File: src/rtl/clk_gen_tune_ctrl.sv
`default_nettype none
// +--------------------------------------------------------------------------+
// | Module      : clk_gen_tune_ctrl                                          |
// | Description : Tuning controller for a tapped ring oscillator. Accepts a  |
// |               tap/enable request, stops the ring, switches the delay-tap |
// |               mux while the ring is off, restarts it and reports lock    |
// |               after a settle interval.                                   |
// | Ports       : clk          - reference clock, rising edge               |
// |               rst_n        - asynchronous active-low reset              |
// |               cfg_valid_i  - request present                            |
// |               cfg_ready_o  - request can be accepted (IDLE or RUN)      |
// |               cfg_tap_i    - requested tap index                        |
// |               cfg_en_i     - run the ring after the switch              |
// |               ring_en_o    - oscillator loop enable                     |
// |               tap_sel_o    - delay-tap mux select                       |
// |               locked_o     - ring running and settled                   |
// |               err_o        - one-cycle pulse on a rejected request      |
// | Option      : CLK_GEN_TUNE_RANGE_CHECK_EN - reject taps >= NUM_TAPS;     |
// |               when undefined such taps clamp to NUM_TAPS-1.              |
// | Revision    : 1.0 - initial release                                      |
// +--------------------------------------------------------------------------+
module clk_gen_tune_ctrl #(
   parameter int NUM_TAPS      = 9,
   parameter int STOP_CYCLES   = 8,
   parameter int SETTLE_CYCLES = 16
) (
   input  logic       clk,
   input  logic       rst_n,
   input  logic       cfg_valid_i,
   output logic       cfg_ready_o,
   input  logic [3:0] cfg_tap_i,
   input  logic       cfg_en_i,
   output logic       ring_en_o,
   output logic [3:0] tap_sel_o,
   output logic       locked_o,
   output logic       err_o
);

   localparam logic [2:0] ST_IDLE   = 3'd0;
   localparam logic [2:0] ST_STOP   = 3'd1;
   localparam logic [2:0] ST_SWITCH = 3'd2;
   localparam logic [2:0] ST_START  = 3'd3;
   localparam logic [2:0] ST_RUN    = 3'd4;

   localparam int CNT_MAX = (STOP_CYCLES > SETTLE_CYCLES) ? STOP_CYCLES : SETTLE_CYCLES;
   localparam int CNT_W   = $clog2(CNT_MAX + 1);

   // Counter is loaded with N-1 on entry so the state lasts exactly N cycles.
   localparam logic [CNT_W-1:0] STOP_LOAD   = CNT_W'(STOP_CYCLES - 1);
   localparam logic [CNT_W-1:0] SETTLE_LOAD = CNT_W'(SETTLE_CYCLES - 1);
   localparam logic [4:0]       TAP_LIMIT   = 5'(NUM_TAPS);
   localparam logic [3:0]       TAP_LAST    = 4'(NUM_TAPS - 1);

   logic [2:0]       state;
   logic [2:0]       state_nxt;
   logic [CNT_W-1:0] cnt;
   logic [CNT_W-1:0] cnt_nxt;
   logic [3:0]       pend_tap;
   logic [3:0]       pend_tap_nxt;
   logic             pend_en;
   logic             pend_en_nxt;
   logic [3:0]       tap_nxt;
   logic             accept;
   logic             tap_oor;
   logic             reject;
   logic [3:0]       req_tap;

   assign accept  = cfg_valid_i & cfg_ready_o;
   assign tap_oor = ({1'b0, cfg_tap_i} >= TAP_LIMIT);

`ifdef CLK_GEN_TUNE_RANGE_CHECK_EN
   assign reject  = tap_oor;
   assign req_tap = cfg_tap_i;
`else
   assign reject  = 1'b0;
   assign req_tap = tap_oor ? TAP_LAST : cfg_tap_i;
`endif

   // Outputs decode straight from the state register so that an asynchronous
   // reset drops the ring enable without waiting for a clock edge.
   assign ring_en_o   = (state == ST_START) || (state == ST_RUN);
   assign locked_o    = (state == ST_RUN);
   assign cfg_ready_o = (state == ST_IDLE) || (state == ST_RUN);

   always_comb begin
      state_nxt    = state;
      cnt_nxt      = (cnt != '0) ? (cnt - CNT_W'(1)) : cnt;
      pend_tap_nxt = pend_tap;
      pend_en_nxt  = pend_en;
      tap_nxt      = tap_sel_o;

      case (state)
         ST_IDLE: begin
            // Ring is already off: go straight to the switch.  The tap is
            // loaded on the edge entering SWITCH, so it is stable for the
            // whole SWITCH cycle with the ring still disabled.
            if (accept && !reject) begin
               pend_tap_nxt = req_tap;
               pend_en_nxt  = cfg_en_i;
               tap_nxt      = req_tap;
               state_nxt    = ST_SWITCH;
               cnt_nxt      = '0;
            end
         end
         ST_RUN: begin
            // Same tap with enable set is a no-op; anything else re-tunes.
            if (accept && !reject && ((req_tap != tap_sel_o) || !cfg_en_i)) begin
               pend_tap_nxt = req_tap;
               pend_en_nxt  = cfg_en_i;
               state_nxt    = ST_STOP;
               cnt_nxt      = STOP_LOAD;
            end
         end
         ST_STOP: begin
            if (cnt == '0) begin
               tap_nxt   = pend_tap;
               state_nxt = ST_SWITCH;
               cnt_nxt   = '0;
            end
         end
         ST_SWITCH: begin
            if (pend_en) begin
               state_nxt = ST_START;
               cnt_nxt   = SETTLE_LOAD;
            end else begin
               state_nxt = ST_IDLE;
               cnt_nxt   = '0;
            end
         end
         ST_START: begin
            if (cnt == '0) begin
               state_nxt = ST_RUN;
               cnt_nxt   = '0;
            end
         end
         default: begin
            state_nxt = ST_IDLE;
            cnt_nxt   = '0;
         end
      endcase
   end

   always_ff @(posedge clk or negedge rst_n) begin
      if (!rst_n) begin
         state     <= ST_IDLE;
         cnt       <= '0;
         tap_sel_o <= '0;
         pend_tap  <= '0;
         pend_en   <= 1'b0;
         err_o     <= 1'b0;
      end else begin
         state     <= state_nxt;
         cnt       <= cnt_nxt;
         tap_sel_o <= tap_nxt;
         pend_tap  <= pend_tap_nxt;
         pend_en   <= pend_en_nxt;
         err_o     <= accept & reject;
      end
   end

endmodule
`default_nettype wire

File: config.mk
export PLATFORM = sky130hd
export DESIGN_NAME = clk_gen_tune_ctrl
export DESIGN_NICKNAME = d
export VERILOG_FILES = /design/src/rtl/clk_gen_tune_ctrl.sv
export SDC_FILE = /design/constraint.sdc
export NUM_CORES = 1
export LEC_CHECK = 0
export ABC_AREA = 1
export CAP_MARGIN = 20
export CELL_PAD_IN_SITES_DETAIL_PLACEMENT = 1
export CELL_PAD_IN_SITES_GLOBAL_PLACEMENT = 2
export CORE_MARGIN = 1
export CORE_UTILIZATION = 26
export CTS_CLUSTER_SIZE = 24
export DETAILED_ROUTE_END_ITERATION = 8
export GPL_TIMING_DRIVEN = 0
export PLACE_DENSITY = 0.76
export SETUP_SLACK_MARGIN = 0.5
export SKIP_CTS_REPAIR_TIMING = 1
export SLEW_MARGIN = 15
export SYNTH_ARGS = -nofsm -noshare
export SYNTH_HDL_FRONTEND = slang
export SYNTH_SLANG_ARGS = --single-unit
export TNS_END_PERCENT = 50
File: constraint.sdc
create_clock -name clk -period 4.55 [get_ports clk]
set_input_delay 0.6825 -clock clk [delete_from_list [all_inputs] [get_ports clk]]
set_output_delay 0.6825 -clock clk [all_outputs]
set_load 0.01 [all_outputs]
==> results of run 1 <==
-- flip-flops by register name, indices dropped and copies added, names as in the netlist --
register   count
cnt            5
pend_tap       4
pend_en        1
tap_sel_o      4
state          3
-- kinds of logic (layout without fill, tap and decap cells) --
| logic type | Yosys count | in the layout | share of synthesized area, % |
|---|---|---|---|
| and+or+nand+nor | 69 | 69 | 30.1 |
| AOI/OAI and AO/OA | 25 | 25 | 15.2 |
| buffers and inverters | 25 | 43 | 9.24 |
| DFF | 17 | 17 | 40.3 |
| xor gates and xnor gates | 3 | 3 | 2.49 |
| adders and majority gates | 2 | 2 | 2.37 |
| other | 1 | 1 | 0.355 |
-- per-layer routing --
layer  GRT usage, %  routed length (um)
met1           18.9                1330
met2           22.6                1220
met3           1.56                  21
met4           5.71                  35
met5              0                   0
-- worst paths after layout --
path                                    startpoint                        to  slack, ns  cells past startpoint
max                           state[1]$_DFFE_PN0P_                  locked_o       2.16                      4
min                        pend_tap[0]$_DFFE_PN0P_   pend_tap[0]$_DFFE_PN0P_       0.52                      2
max reg2reg                       cnt[0]$_DFF_PN0_          cnt[0]$_DFF_PN0_       2.74                      9
min reg2reg                pend_tap[0]$_DFFE_PN0P_   pend_tap[0]$_DFFE_PN0P_       0.52                      2
max in group asynchronous                    rst_n          cnt[4]$_DFF_PN0_       3.17                      1
min in group asynchronous                    rst_n  tap_sel_o[0]$_DFFE_PN0P_       0.89                      1
-- power groups by stage --
stage                     Clock (uW)  Combinational, uW  Sequential [uW]
final                            114                463              257
after global routing             125                531              266
after CTS                        120                471              259
after detailed placement           0                468              262
after global placement             0                461              257
after floorplan                    0                320              259
-- metrics by stage --
step / utilization [%] / worst slack, ns / hold WS (ns) / instances
final: 34.5 / 2.16 / 0.516 / 208
after global routing: 34.5 / 2.03 / 0.553 / 208
after CTS: 34.5 / 2.14 / 0.526 / 208
after detailed placement: 33.3 / 2.24 / 0.508 / 204
after global placement: 33.3 / 2.24 / 0.496 / 204
after floorplan: - / 2.95 / 0.387 / 142
-- layout make-up --
type,count,share of cell area [%]
inverter,24,6.92
sequential,17,32.7
buffer,1,0.577
timing repair buffer,14,10.8
multi-input combinational,100,41.0
clock buffer,4,3.46
tap,48,4.62
-- critical path, stage by stage, from the launching register on --
cell             delay [ns]
dfrtp_1                0.42
nor2_4                 0.17
inv_2                  0.07
nor2_1                 0.21
clkdlybuf4s50_1        0.58
-- cells in the final DEF (no fill, tap or decap), drive strengths merged --
cell / netlist / routed
conb: 1 / 1
a21oi: 5 / 5
xor2: 1 / 1
nand3: 11 / 11
o31ai: 1 / 1
nand2: 39 / 39
dfrtp: 17 / 17
inv: 24 / 24
a31oi: 1 / 1
o22ai: 2 / 2
a22oi: 1 / 1
o211ai: 3 / 3
nand4: 1 / 1
o21ai: 12 / 12
clkdlybuf4s50: 0 / 14
nor3: 2 / 2
ha: 2 / 2
xnor2: 2 / 2
nor2: 16 / 16
buf: 1 / 1
clkbuf: 0 / 4
==> impl_metrics.toml, run 1 <==
[power_and_ir_drop]
p_seq_share_pct = 30.8
powerDensity_nw_per_um2 = 641
p_int_uw = 457
power.share.combinational_pct = 55.5
leakage_uw = 0.000632
power_uw = 834
p_sw_uw = 378
power.share.clock_pct = 13.7
vdd_drop_max_mv = 0.184
netSwitchingFraction_pct = 45.3

[yosys]
synth_area_leader_cell = "dfrtp_1"
synthArstFlopShare_pct = 100
synth_warnings = 0
syn_avg_cell_area_um2 = 7.44
synth_seq_cells = 17
syn-cell-area_um2 = 1060
syn-num-nets = 152
ys.flop_type = "dfrtp_1"
synth_most_common_cell = "nand2_1"
synthDominantCellAreaShare_pct = 40.3
yosysSeqAreaShare_pct = 40.3
synth_edf_count = 0
synth_common_cells = "nand2_1, inv_1, dfrtp_1, nor2_1, nand3_1"
syn_inst = 142
synthDistinctLibCells = 27
synthTopCellsByArea = "dfrtp_1, nand2_1, inv_1"

[clocking]
htreeDepth = 1
clk_pin_slew_ns = 0.07
clockRootBuffer = "clkbuf_8"
cts_made_buffers = 3
cts_buffer_depth = 2
cts_tree = "done"
insertion_delay_ns = 0.25
clkSinkCount = 17

[sta]
slew_headroom_pct = 47.3
finalCritPeriodShare_pct = 52.5
tightest_slew_ns = 0.788
clock_skew_ns = 0.00105
report.final.slew_viol_count = 0
tns_ns = 0
hold_violations = 0
final-setup-viol-count = 0
min_period_ns = 2.39
fmax_mhz = 418
rsz0062_at_grt = "no"

[detailed_routing]
post_drt_wl_per_cell_um = 12.5
routed_wl_um = 2600
final_antenna_net_count = 0
dr.pass1.iters = 4
vias = 960
drc = 0
drt_first_iter_violations = 24
via_per_inst = 4.62

[layout]
layout-drive-gt1-share_pct = 12.5
seqCellArea_um2 = 425
diodes = 0
nets = 171
area_growth_pct = 23.2
fillCellCount = 455
design_area_um2 = 1300
multi_input_area_um2 = 533

[place]
port-buffer-count = 14
dpl_cell_area_um2 = 1260
hpwlAfterDp_um = 2130
place_congestion = 0.819

[floorplan]
core_area_um2 = 3770
pin_count = 16
die_area_um2 = 4320
floorplan.initialDensity_pct = 28.0
die_w_um = 65.7
rows = 22
die_h_um = 65.7

[global_route]
antenna_found_initial = 0
overflow = 0
grt_pass1_vias = 1024
track_usage_pct = 14.1
grt_first_pass_wirelength_um = 4550
grt_max_degree = 18

[worst_setup_path]
cp-end-kind = "primary output"
critPathLaunchType = "flip-flop"
cp_max_fo = 5
arrival_ns = 1.71
criticalPathCategory = "flip-flop to primary output"
crit_required_ns = 3.87

[min_path]
holdCritPathClass = "flip-flop to flip-flop"

[run_status]
run_status = "completed"

[flow_run]
maxCapViolCount = 0
No activity file was read; power rests on OpenSTA's default activity.
==> inputs of run 2 (changes only) <==
Clock period 4.55 ns to 2.4 ns, I/O delays scaled along.
==> run 2 against run 1 <==
Hold slack unchanged. Highest routed layer unchanged. Combinational power increased by 91%. Largest cell class unchanged. Register-to-register slack got worse by 2.2 ns. Sequential share of layout area down 0.19 points. Critical endpoint is now ring_en_o. Via count up 0.42%. First-iteration DRC count is 13% lower. Routed wire length up 0.19%. Setup slack worse by 1.8 ns. Power grew 90%. Sequential power grew 90%.
==> impl_metrics.toml, run 2 (same netlist as run 1, synthesis figures left out) <==
[layout]
area_growth_pct = 23.9
nets = 171
reg_top3 = "cnt (5), pend_tap (4), tap_sel_o (4)"
final_cell_mix = "nand2_1, inv_1, dfrtp_1"
instances_no_fill = 208
fillCellCount = 452
layout_commonest_cell = "nand2_1"
diodes = 0
layout-drive-gt1-share_pct = 13.8
largest_register_ffs = 5
design_area_um2 = 1310
top_register = "cnt"

[detailed_routing]
via_per_inst = 4.63
dr.pass1.iters = 4
final_antenna_net_count = 0
drt_first_iter_violations = 21
drc = 0
post_drt_wl_per_cell_um = 12.5
routed_wl_um = 2610
vias = 964

[worst_setup_path]
r2r_start = "cnt[0]$_DFF_PN0_"
cp_top_family = "buffers and inverters"
crit_required_ns = 2.04
path_cells = "nor2_2 > nand2_1 > o21ai_0 > clkdlybuf4s50_1"
critPathLaunchType = "flip-flop"
crit_path_max_incr_delay_ns = 0.56
cp-end-kind = "primary output"
timing.reg2reg.setup_slack_ns = 0.59
criticalPathCategory = "flip-flop to primary output"
path_buf_inv = 1
critPathSlowestCell = "clkdlybuf4s50_1"
reg2regPathDepth = 9
arrival_ns = 1.66
cp_max_fo = 6
worstReg2RegEnd = "cnt[0]$_DFF_PN0_"

[sta]
slew_headroom_pct = 47.4
min_period_ns = 2.02
fmax_mhz = 496
hold_violations = 0
finalCritPeriodShare_pct = 84.0
clock_skew_ns = 0.00105
tns_ns = 0
final-setup-viol-count = 0
rsz0062_at_grt = "yes"
report.final.slew_viol_count = 0
tightest_slew_ns = 0.787

[power_and_ir_drop]
p_sw_uw = 721
vdd_drop_max_mv = 0.352
power.share.combinational_pct = 55.6
power.share.clock_pct = 13.6
powerDensity_nw_per_um2 = 1210
p_seq_share_pct = 30.7
p_int_uw = 867
leakage_uw = 0.000650
netSwitchingFraction_pct = 45.4

[place]
place_congestion = 0.819
dpl_cell_area_um2 = 1260
hpwlAfterDp_um = 2130
port-buffer-count = 14
placed_cells = 204

[min_path]
holdCritPathClass = "flip-flop to flip-flop"
hold_end = "pend_tap[0]$_DFFE_PN0P_"
hold_depth = 2
min-delay-start = "pend_tap[0]$_DFFE_PN0P_"

[clocking]
cts_buffer_depth = 2
cts_made_buffers = 3
clk_pin_slew_ns = 0.07
clkSinkCount = 17
htreeDepth = 1
clockRootBuffer = "clkbuf_8"
insertion_delay_ns = 0.25
cts_tree = "done"

[global_route]
grt_first_pass_wirelength_um = 4550
antenna_found_initial = 0
use_met1_pct = 18.9
grt_util_met2_pct = 22.6
grt_pass1_vias = 1024
grt_use_met3_pct = 1.56
track_usage_pct = 14.1
grt_max_degree = 18
overflow = 0
grt-busiest-layer = "met2"

[run_status]
run_status = "completed"

[floorplan]
die_area_um2 = 4320
die_h_um = 65.7
core_area_um2 = 3770
floorplan.initialDensity_pct = 28.0
rows = 22
pin_count = 16
die_w_um = 65.7

[flow_run]
maxCapViolCount = 0
==> run 2: worst register-to-register path: stages (launching register included) <==
cell and delay [ns]:
dfrtp_1 0.38, inv_1 0.09, ha_1 0.19, nand2_1 0.09, nor2_1 0.23, inv_2 0.15
ha_1 0.30, o21ai_0 0.07, a21oi_1 0.13, nand2_1 0.06
==> run 2: final cells by class <==
cell class	instances	area, um^2	area share, %
Timing Repair Buffer	14	143	10.9
Inverter	24	90.1	6.88
Multi-Input combinational cell	100	538	41.1
Tap cell	48	60.1	4.59
Buffer	1	7.51	0.574
Clock buffer	4	45.0	3.44
Sequential cell	17	425	32.5
==> run 2: how the worst max path moves through the flow <==
| stage | startpoint | to | slack (ns) | cells past startpoint |
|---|---|---|---|---|
| finish | state[2]$_DFFE_PN0P_ | ring_en_o | 0.38 | 4 |
| global route | state[2]$_DFFE_PN0P_ | ring_en_o | 0.30 | 4 |
| CTS | state[1]$_DFFE_PN0P_ | locked_o | 0.31 | 4 |
| detailed placement | cfg_tap_i[3] | pend_tap[2]$_DFFE_PN0P_ | 0.41 | 10 |
| global placement | cfg_tap_i[3] | pend_en$_DFFE_PN0P_ | 0.41 | 10 |
| floorplan | cnt[0]$_DFF_PN0_ | cnt[0]$_DFF_PN0_ | 0.86 | 9 |
==> run 2: metrics by stage <==
step	total power [uW]	setup WS [ns]	util [%]	hold WS [ns]
finish	1590	0.384	34.7	0.516
global placement	1360	0.413	33.3	0.496
CTS	1610	0.310	34.5	0.526
detailed placement	1380	0.410	33.3	0.508
global route	1750	0.300	34.7	0.553
floorplan	1100	0.858	-	0.0644
==> run 2: power groups by stage <==
stage	Clock [uW]	Sequential [uW]	Combinational [uW]
2_1_floorplan	0	490	607
3_3_place_gp	0	488	873
3_5_place_dp	0	497	887
4_1_cts	228	491	892
5_1_grt	236	505	1010
6_report	216	488	883
==> run 2: layer usage <==
metal,part of all wire [%],vias to the layer above,wire [um]
li1,-,487,-
met1,51,468,1330
met2,47,5,1220
met3,0.81,4,21
met5,0,-,0
met4,1.3,0,35
